--- config.mk ---
export PLATFORM = sky130hd
export DESIGN_NAME = regfile_port_arbiter
export DESIGN_NICKNAME = d
export VERILOG_FILES = /design/src/rtl/regfile_port_arbiter_pkg.sv /design/src/rtl/regfile_port_arbiter_rr_grant.sv /design/src/rtl/regfile_port_arbiter.sv
export SDC_FILE = /design/constraint.sdc
export NUM_CORES = 1
export LEC_CHECK = 0
export CAP_MARGIN = 20
export CORE_ASPECT_RATIO = 1.1
export CORE_UTILIZATION = 25
export CTS_BUF_LIST = sky130_fd_sc_hd__clkbuf_8
export CTS_CLUSTER_DIAMETER = 200
export DETAILED_ROUTE_END_ITERATION = 8
export PLACE_DENSITY = 0.61
export SLEW_MARGIN = 40
export SYNTH_ARGS = -nofsm -noshare
export SYNTH_HDL_FRONTEND = slang
export SYNTH_SLANG_ARGS = --single-unit
export TNS_END_PERCENT = 20
--- constraint.sdc ---
create_clock -name iCLK -period 3.3 [get_ports iCLK]
set_input_delay 0.66 -clock iCLK [delete_from_list [all_inputs] [get_ports iCLK]]
set_output_delay 0.66 -clock iCLK [all_outputs]
set_load 0.05 [all_outputs]
--- src/rtl/regfile_port_arbiter_pkg.sv ---
// Shared configuration for the register-file debug-port arbiter:
// FSM state encoding, requester index constants and a width helper.
package regfile_port_arbiter_pkg;

  typedef enum logic [1:0] {
    ST_IDLE   = 2'd0,
    ST_ACCESS = 2'd1,
    ST_RESP   = 2'd2
  } state_t;

  localparam int unsigned REQ_VGA  = 0;
  localparam int unsigned REQ_DISP = 1;
  localparam int unsigned REQ_DBG  = 2;

  // Width of an index into n requesters, never less than one bit.
  function automatic int unsigned ptr_width(input int unsigned n);
    return (n > 1) ? $clog2(n) : 1;
  endfunction

endpackage

--- src/rtl/regfile_port_arbiter_rr_grant.sv ---
// Round-robin grant selector: the first asserted request at or after the
// pointer position wins. Purely combinational.
module rr_grant #(
  parameter int unsigned N     = 3,
  parameter int unsigned PTR_W = 2
) (
  input  logic [N-1:0]     i_req,
  input  logic [PTR_W-1:0] i_ptr,
  output logic [N-1:0]     o_gnt
);

  logic             w_found;
  logic [PTR_W-1:0] w_idx;

  // Scan requesters starting at the pointer, wrapping, and grant the first hit.
  always_comb begin
    o_gnt   = '0;
    w_found = 1'b0;
    w_idx   = '0;
    for (int unsigned i = 0; i < N; i++) begin
      w_idx = PTR_W'((32'(i_ptr) + i) % N);
      if (!w_found && i_req[w_idx]) begin
        o_gnt[w_idx] = 1'b1;
        w_found      = 1'b1;
      end
    end
  end

endmodule

--- src/rtl/regfile_port_arbiter.sv ---
// Arbitrates several requesters onto the single register-file debug port.
// One access takes two cycles after its grant (ACCESS, then RESP); a new
// grant may be issued in RESP so back-to-back accesses run every 2 cycles.
module regfile_port_arbiter
  import regfile_port_arbiter_pkg::*;
#(
  parameter int unsigned N_REQ  = 3,
  parameter int unsigned DATA_W = 32,
  parameter int unsigned ADDR_W = 5
) (
  input  logic                    iCLK,
  input  logic                    iRST_N,
  input  logic [N_REQ-1:0]        iReq,
  input  logic [N_REQ*ADDR_W-1:0] iAddr,
  input  logic                    iWrite,
  input  logic [DATA_W-1:0]       iWData,
  input  logic                    iCoreHalt,
  output logic [N_REQ-1:0]        oGnt,
  output logic [N_REQ-1:0]        oValid,
  output logic [DATA_W-1:0]       oRData,
  output logic [ADDR_W-1:0]       oRfAddr,
  output logic                    oRfWrite,
  output logic [DATA_W-1:0]       oRfWData,
  input  logic [DATA_W-1:0]       iRfData
);

  localparam int unsigned      PTR_W = ptr_width(N_REQ);
  localparam logic [PTR_W-1:0] LAST  = PTR_W'(N_REQ - 1);

  state_t              r_state;
  state_t              w_next;
  logic                r_armed;
  logic [PTR_W-1:0]    r_ptr;
  logic [N_REQ-1:0]    r_sel;
  logic [ADDR_W-1:0]   r_addr;
  logic                r_wr;
  logic [DATA_W-1:0]   r_wdata;
  logic [DATA_W-1:0]   r_rdata;

  logic [N_REQ-1:0]    w_elig;
  logic [N_REQ-1:0]    w_rr_gnt;
  logic [N_REQ-1:0]    w_gnt;
  logic                w_any;
  logic [PTR_W-1:0]    w_gnt_idx;
  logic [ADDR_W-1:0]   w_gnt_addr;
  logic                w_rf_we;

  // A debug-host write waits ungranted until the core is halted.
  always_comb begin
    w_elig = iReq;
    if (iWrite && !iCoreHalt) w_elig[N_REQ-1] = 1'b0;
  end

  rr_grant #(
    .N     (N_REQ),
    .PTR_W (PTR_W)
  ) u_rr_grant (
    .i_req (w_elig),
    .i_ptr (r_ptr),
    .o_gnt (w_rr_gnt)
  );

  // Grants only outside ACCESS, and only once a posedge has passed since
  // reset release (r_armed), so no grant can slip in before the first edge.
  always_comb begin
    w_gnt = '0;
    if (r_armed && (r_state != ST_ACCESS)) w_gnt = w_rr_gnt;
    w_any = |w_gnt;
  end

  // Encode the one-hot grant and pick the granted requester's index slice.
  always_comb begin
    w_gnt_idx  = '0;
    w_gnt_addr = '0;
    for (int unsigned k = 0; k < N_REQ; k++) begin
      if (w_gnt[k]) begin
        w_gnt_idx  = PTR_W'(k);
        w_gnt_addr = iAddr[k*ADDR_W +: ADDR_W];
      end
    end
  end

  // Next-state logic.
  always_comb begin
    w_next = r_state;
    case (r_state)
      ST_IDLE, ST_RESP: w_next = w_any ? ST_ACCESS : ST_IDLE;
      ST_ACCESS:        w_next = ST_RESP;
      default:          w_next = ST_IDLE;
    endcase
  end

  // State register and post-reset arming flag.
  always_ff @(posedge iCLK or negedge iRST_N) begin
    if (!iRST_N) begin
      r_state <= ST_IDLE;
      r_armed <= 1'b0;
    end else begin
      r_state <= w_next;
      r_armed <= 1'b1;
    end
  end

  // Round-robin pointer moves to the requester after the one just granted.
  always_ff @(posedge iCLK or negedge iRST_N) begin
    if (!iRST_N) begin
      r_ptr <= '0;
    end else if (w_any) begin
      r_ptr <= (w_gnt_idx == LAST) ? '0 : w_gnt_idx + 1'b1;
    end
  end

  // Latch the granted transaction; capture the response during ACCESS.
  always_ff @(posedge iCLK or negedge iRST_N) begin
    if (!iRST_N) begin
      r_sel   <= '0;
      r_addr  <= '0;
      r_wr    <= 1'b0;
      r_wdata <= '0;
      r_rdata <= '0;
    end else begin
      if (w_any) begin
        r_sel   <= w_gnt;
        r_addr  <= w_gnt_addr;
        r_wr    <= iWrite & w_gnt[N_REQ-1];
        r_wdata <= iWData;
      end
      if (r_state == ST_ACCESS) begin
        if (r_wr) r_rdata <= (r_addr == '0) ? '0 : r_wdata;
        else      r_rdata <= iRfData;
      end
    end
  end

  assign w_rf_we = r_wr && (r_addr != '0);

  // Port muxing: the shared port is driven only in ACCESS, responses only in RESP.
  always_comb begin
    oGnt     = w_gnt;
    oValid   = '0;
    oRData   = '0;
    oRfAddr  = '0;
    oRfWrite = 1'b0;
    oRfWData = '0;
    case (r_state)
      ST_ACCESS: begin
        oRfAddr  = r_addr;
        oRfWrite = w_rf_we;
        oRfWData = w_rf_we ? r_wdata : '0;
      end
      ST_RESP: begin
        oValid = r_sel;
        oRData = r_rdata;
      end
      default: ;
    endcase
  end

endmodule

==> results.sh, run 1 <==
export IMPL_power_leakage_nw=2.92
export IMPL_muxShareOfSynthArea_pct=11.3
export IMPL_drt_iter0_drc=148
export IMPL_area_delta_synth_final_pct=60.8
export IMPL_final_nets=612
export IMPL_drive_above_1_share_pct=23.9
export IMPL_drc_errors=0
export IMPL_grt_pass1_vias=3528
export IMPL_seq_area_frac_synth_pct=48.2
export IMPL_syn_avg_cell_area_um2=11.2
export IMPL_io_buffer_count=161
export IMPL_synthXorXnorAreaFrac_pct=0
export IMPL_arrival_ps=2560
export IMPL_htreeDepth=3
export IMPL_drtPass1Iterations=4
export IMPL_synth_top_cell_area_share_pct=48.2
export IMPL_place_inst=711
export IMPL_wire_per_inst_um=17.0
export IMPL_io_pins=162
export IMPL_cts_buffers=9
export IMPL_r2r_start="r_ptr[0]"
export IMPL_power_frac_clock_pct=12.3
export IMPL_synth_simple_gate_area_share_pct=21.1
export IMPL_synth_edf_count=0
export IMPL_clock_latency_ps=360
export IMPL_postCtsHoldBufs=0
export IMPL_max_freq_ghz=0.311
export IMPL_period_needed_ps=3220
export IMPL_layout_common_cells="clkdlybuf4s50_1 (119), dfrtp_1 (78), and2_1 (73), buf_12 (42), mux2_2 (35)"
export IMPL_antennaDiodeCount=0
export IMPL_cts_sinks=78
export IMPL_initial_core_util_pct=25.7
export IMPL_setup_viol=0
export IMPL_dr_total_vias=3351
export IMPL_path_clk_slew_ps=80
export IMPL_p_per_area_mw_per_mm2=791
export IMPL_grt_ovfl_total=0
export IMPL_drv_slew=0
export IMPL_stdcell_count=727
export IMPL_grt_pass1_wl_um=19300
export IMPL_register_area_mm2=0.00195
export IMPL_hold_viol=0
export IMPL_vdd_drop_max_uv=470
export IMPL_r2r_end="r_wdata[22]"
export IMPL_hold_class="primary input to async pin"
export IMPL_synth_seq_cells=78
export IMPL_synthCells=362
export IMPL_tightest_slew_ps=727
export IMPL_synth_area_mm2=0.00405
export IMPL_ys_types=42
export IMPL_reg2reg_slack_ps=470
export IMPL_switching_share_pct=40.3
export IMPL_die_y_um=136
export IMPL_finalPower_mw=5.15
export IMPL_p_switching_mw=2.08
export IMPL_synth_largest_area_cell="dfrtp_1"
export IMPL_wl_um=12400
export IMPL_critPathMaxFanout=10
export IMPL_rsz0062_at_grt="true"
export IMPL_clock_skew_ps=4.45
export IMPL_n_fill_cell=1532
export IMPL_dp_hpwl_um=8680
export IMPL_core_area_mm2=0.0158
export IMPL_grt_max_degree=79
export IMPL_synthArstFlopShare_pct=100
export IMPL_slew_headroom_pct=51.5
export IMPL_ant_nets=0
export IMPL_synth_ff_type="dfrtp_1"
export IMPL_power_frac_comb_pct=55.7
export IMPL_vias_per_cell=4.61
export IMPL_gp_congestion=0.804
export IMPL_synthTopCellsByArea="dfrtp_1 (48%), and2_1 (11%), mux2_2 (9.7%)"
export IMPL_fin_crit_sh_pct=97.5
export IMPL_die_w_um=123
export IMPL_maxCapViolations=0
export IMPL_status="finished, final reports clean"
export IMPL_final_common_cell="clkdlybuf4s50_1"
export IMPL_r2r_cells=9
export IMPL_root_buffer="clkbuf_8"
export IMPL_yosysWarnings=0
export IMPL_cts_path_max_buffers=2
export IMPL_cp_required_ps=2640
export IMPL_antenna_found_initial=0
export IMPL_start_kind="flip-flop"
export IMPL_crit_type="flip-flop to primary output"
export IMPL_synthesis_nets=452
export IMPL_multi_input_area_mm2=0.00199
export IMPL_p_seq_share_pct=32.0
export IMPL_track_usage_pct=15.3
export IMPL_synth_adder_area_share_pct=1.23
export IMPL_end_kind="primary output"
export IMPL_synth_top_family_by_area="simple AND/OR/NAND/NOR gates"
export IMPL_synth_compound_area_share_pct=14.2
export IMPL_num_rows=48
export IMPL_dieArea_mm2=0.0167
export IMPL_cts_tree="built"
export IMPL_p_int_mw=3.07
[cells in the mapped netlist, drive strengths merged, types with 3 or more instances]
cell type and number:
nor2 11, o22ai 4, a211o 32, o21ai 8, nand2b 9, buf 5
nand2 3, o221a 5, dfrtp 78, nor2b 4, mux2 38, a21oi 4
inv 11, and2 73, ha 4, clkbuf 18, and3 32
[worst max-delay path, stage by stage, from the launching register on]
cell and delay (ps):
dfrtp_1 400, inv_1 90, ha_2 440, inv_2 50
or4_1 550, o2bb2ai_2 210, nor2_4 110, nor2_2 190
buf_12 170
[state kept, by name, summed over array words and instances (netlist names)]
register / count
r_addr: 5
r_armed: 1
r_state: 2
r_wr: 1
r_ptr: 2
r_sel: 3
r_rdata: 32
r_wdata: 32
[power groups by stage]
stage / clock network [mW] / logic, mW / registers [mW]
floorplan: 0 / 1.96 / 1.59
CTS: 0.668 / 2.89 / 1.65
global route: 0.708 / 3.06 / 1.71
finish: 0.635 / 2.87 / 1.65
detailed placement: 0 / 2.85 / 1.67
global placement: 0 / 2.77 / 1.65
[worst max path at each step]
stage | to | cells after the start | start
floorplan | oGnt[2] | 8 | r_ptr[0]
global placement | oGnt[0] | 7 | iWrite
detailed placement | oGnt[0] | 7 | iWrite
CTS | oGnt[2] | 8 | r_ptr[0]
global route | oGnt[2] | 8 | r_ptr[0]
finish | oGnt[2] | 8 | r_ptr[0]
[routing by layer]
metal  share of wire, %  track usage (%)  up-vias
li1                   -                -     1598
met1                 42             18.1     1639
met2                 52             26.9      103
met3                5.1             3.87       11
met4                1.0             4.55        0
met5                  0                0        -
[final cells by class]
class,count,area share [%]
inverters,11,0.634
clock inverters,6,0.461
well taps,200,3.84
multi-input cells,250,30.5
repair buffers,172,32.5
clock buffers,10,2.11
flip-flops and latches,78,30.0
[logic make-up after synthesis]
kind of cell | after synthesis
flops | 78
compound gates | 67
fa+ha+maj | 4
simple gates | 138
other cells | 1
buf+inv | 34
mux | 40
[per-stage QoR]
step	cell area [µm²]	setup slack, ps	hold WS, ps	utilization (%)	setup TNS, ps
2_1_floorplan	4050	279	364	-	0
3_3_place_gp	6320	169	461	40.0	0
3_5_place_dp	6320	107	467	40.0	0
4_1_cts	6510	9.97	358	41.2	0
5_1_grt	6520	-47.2	384	41.2	-87.7
6_report	6520	84.0	342	41.2	0
[repair_timing]
item | 4_1_cts | 5_1_grt
pin swaps | 0 | 1
setup buffers | 0 | 0
resized for setup | 5 | 3
endpoints found under the setup margin | 2 | 3
(Power assumes the default switching activity.)
==> run 2: changes to the inputs <==
--- a/config.mk
+++ b/config.mk
@@ -11,7 +11,7 @@
 export CTS_BUF_LIST = sky130_fd_sc_hd__clkbuf_8
 export CTS_CLUSTER_DIAMETER = 200
 export DETAILED_ROUTE_END_ITERATION = 8
-export PLACE_DENSITY = 0.61
+export PLACE_DENSITY = 0.63
 export SLEW_MARGIN = 40
 export SYNTH_ARGS = -nofsm -noshare
 export SYNTH_HDL_FRONTEND = slang
==> results.sh, run 2 (synthesis results as in run 1) <==
export IMPL_status="finished, final reports clean"
export IMPL_tightest_slew_ps=728
export IMPL_io_buffer_count=161
export IMPL_max_freq_ghz=0.320
export IMPL_wl_met2_um=5950
export IMPL_grt_pass1_wl_um=18500
export IMPL_grt_max_degree=79
export IMPL_top_layer_used="met4"
export IMPL_cts_sinks=78
export IMPL_post_cts_buffers=0
export IMPL_arrival_ps=2460
export IMPL_crit_type="flip-flop to primary output"
export IMPL_drc_errors=0
export IMPL_start_kind="flip-flop"
export IMPL_cts_buffers=9
export IMPL_core_area_mm2=0.0158
export IMPL_die_w_um=123
export IMPL_wire_per_inst_um=16.5
export IMPL_grt_pass1_vias=3518
export IMPL_path_clk_slew_ps=90
export IMPL_final_nets=615
export IMPL_die_y_um=136
export IMPL_met3_length_um=732
export IMPL_dieArea_mm2=0.0167
export IMPL_reg_top3="r_rdata (32), r_wdata (32), r_addr (5)"
export IMPL_p_per_area_mw_per_mm2=803
export IMPL_num_rows=48
export IMPL_layout_common_cells="clkdlybuf4s50_1 (119), dfrtp_1 (78), and2_1 (73), buf_12 (43), mux2_2 (35)"
export IMPL_track_usage_pct=14.7
export IMPL_dp_hpwl_um=8600
export IMPL_drv_slew=0
export IMPL_finalPower_mw=5.29
export IMPL_met1_length_um=5120
export IMPL_antenna_found_initial=0
export IMPL_cpMaxStageDelayCell="dfrtp_1"
export IMPL_final_core_util_pct=41.7
export IMPL_root_buffer="clkbuf_8"
export IMPL_period_needed_ps=3120
export IMPL_antennaDiodeCount=0
export IMPL_critPathMaxFanout=7
export IMPL_cp_cell_sequence="inv_1, ha_2, mux2i_2, o32ai_2, nor4_2, a21oi_2, nor2_2, buf_12"
export IMPL_max_stage_delay_ps=430
export IMPL_wl_um=12000
export IMPL_slew_headroom_pct=51.4
export IMPL_vias_per_cell=4.63
export IMPL_grt_ovfl_total=0
export IMPL_hold_viol=0
export IMPL_power_leakage_nw=2.95
export IMPL_clock_skew_ps=9.27
export IMPL_hold_class="primary input to async pin"
export IMPL_vdd_drop_max_uv=480
export IMPL_final_common_cell="clkdlybuf4s50_1"
export IMPL_setup_viol=0
export IMPL_cts_path_max_buffers=2
export IMPL_fin_ws_ps=175
export IMPL_initial_core_util_pct=25.7
export IMPL_dr_total_vias=3383
export IMPL_placed_area_mm2=0.00636
export IMPL_drt_iter0_drc=109
export IMPL_end_kind="primary output"
export IMPL_ant_nets=0
export IMPL_dp_slack_ps=95.1
export IMPL_gp_congestion=0.821
export IMPL_area_delta_synth_final_pct=62.6
export IMPL_maxCapViolations=0
export IMPL_fin_crit_sh_pct=94.7
export IMPL_drtPass1Iterations=4
export IMPL_cts_tree="built"
export IMPL_design_area_mm2=0.00659
export IMPL_io_pins=162
export IMPL_hold_ws_ps=322
export IMPL_htreeDepth=3
export IMPL_clock_latency_ps=360
export IMPL_drive_above_1_share_pct=24.7
export IMPL_n_fill_cell=1468
export IMPL_cp_required_ps=2640
## run 2: worst paths after layout
check,from,slack [ps],cells after the start,to
worst max-delay path,r_ptr[1],180,8,oGnt[0]
worst min-delay path,iRST_N,320,1,r_rdata[13]
worst max register to register,r_ptr[1],440,10,r_wdata[5]
worst min register to register,r_rdata[8],480,1,r_rdata[8]
max in group asynchronous,iRST_N,2470,1,r_wr
min in group iCLK,r_rdata[8],480,1,r_rdata[8]
## run 2: worst max-delay path: cells and delay by family, from the launching register on
kind	cells	cell delay, ps
mux	1	320
buf+inv	2	270
flops	1	430
compound gates	2	290
fa+ha+maj	1	270
simple gates	2	510
## run 2: area by class of cell
type | count | area [µm²] | area share (%)
multi-input cells | 250 | 1990 | 30.3
inverters | 11 | 41.3 | 0.627
repair buffers | 175 | 2150 | 32.7
clock inverters | 7 | 73.8 | 1.12
flip-flops and latches | 78 | 1950 | 29.6
clock buffers | 9 | 124 | 1.88
well taps | 200 | 250 | 3.80
## run 2: power by group
part,internal [mW],total (mW),switching [mW]
registers,1.43,1.65,0.224
clock network,0.352,0.728,0.376
logic,1.41,2.91,1.50
total,3.19,5.29,2.10
## run 2: metrics by stage
stage	instances	setup TNS (ps)
6_report	730	0
5_1_grt	730	-2.20
4_1_cts	730	0
3_5_place_dp	714	0
3_3_place_gp	714	0
2_1_floorplan	362	0
## run 2: what timing repair did
action | 4_1_cts | 5_1_grt
pin swaps | 0 | 1
resized for setup | 3 | 5
hold buffers | 0 | 0
endpoints found under the setup margin | 2 | 2
## run 2: per-layer routing
metal | GRT usage [%] | vias to the layer above
met4 | 6.63 | 0
met3 | 3.24 | 15
met5 | 0 | -
li1 | - | 1604
met1 | 18.0 | 1636
met2 | 24.6 | 128
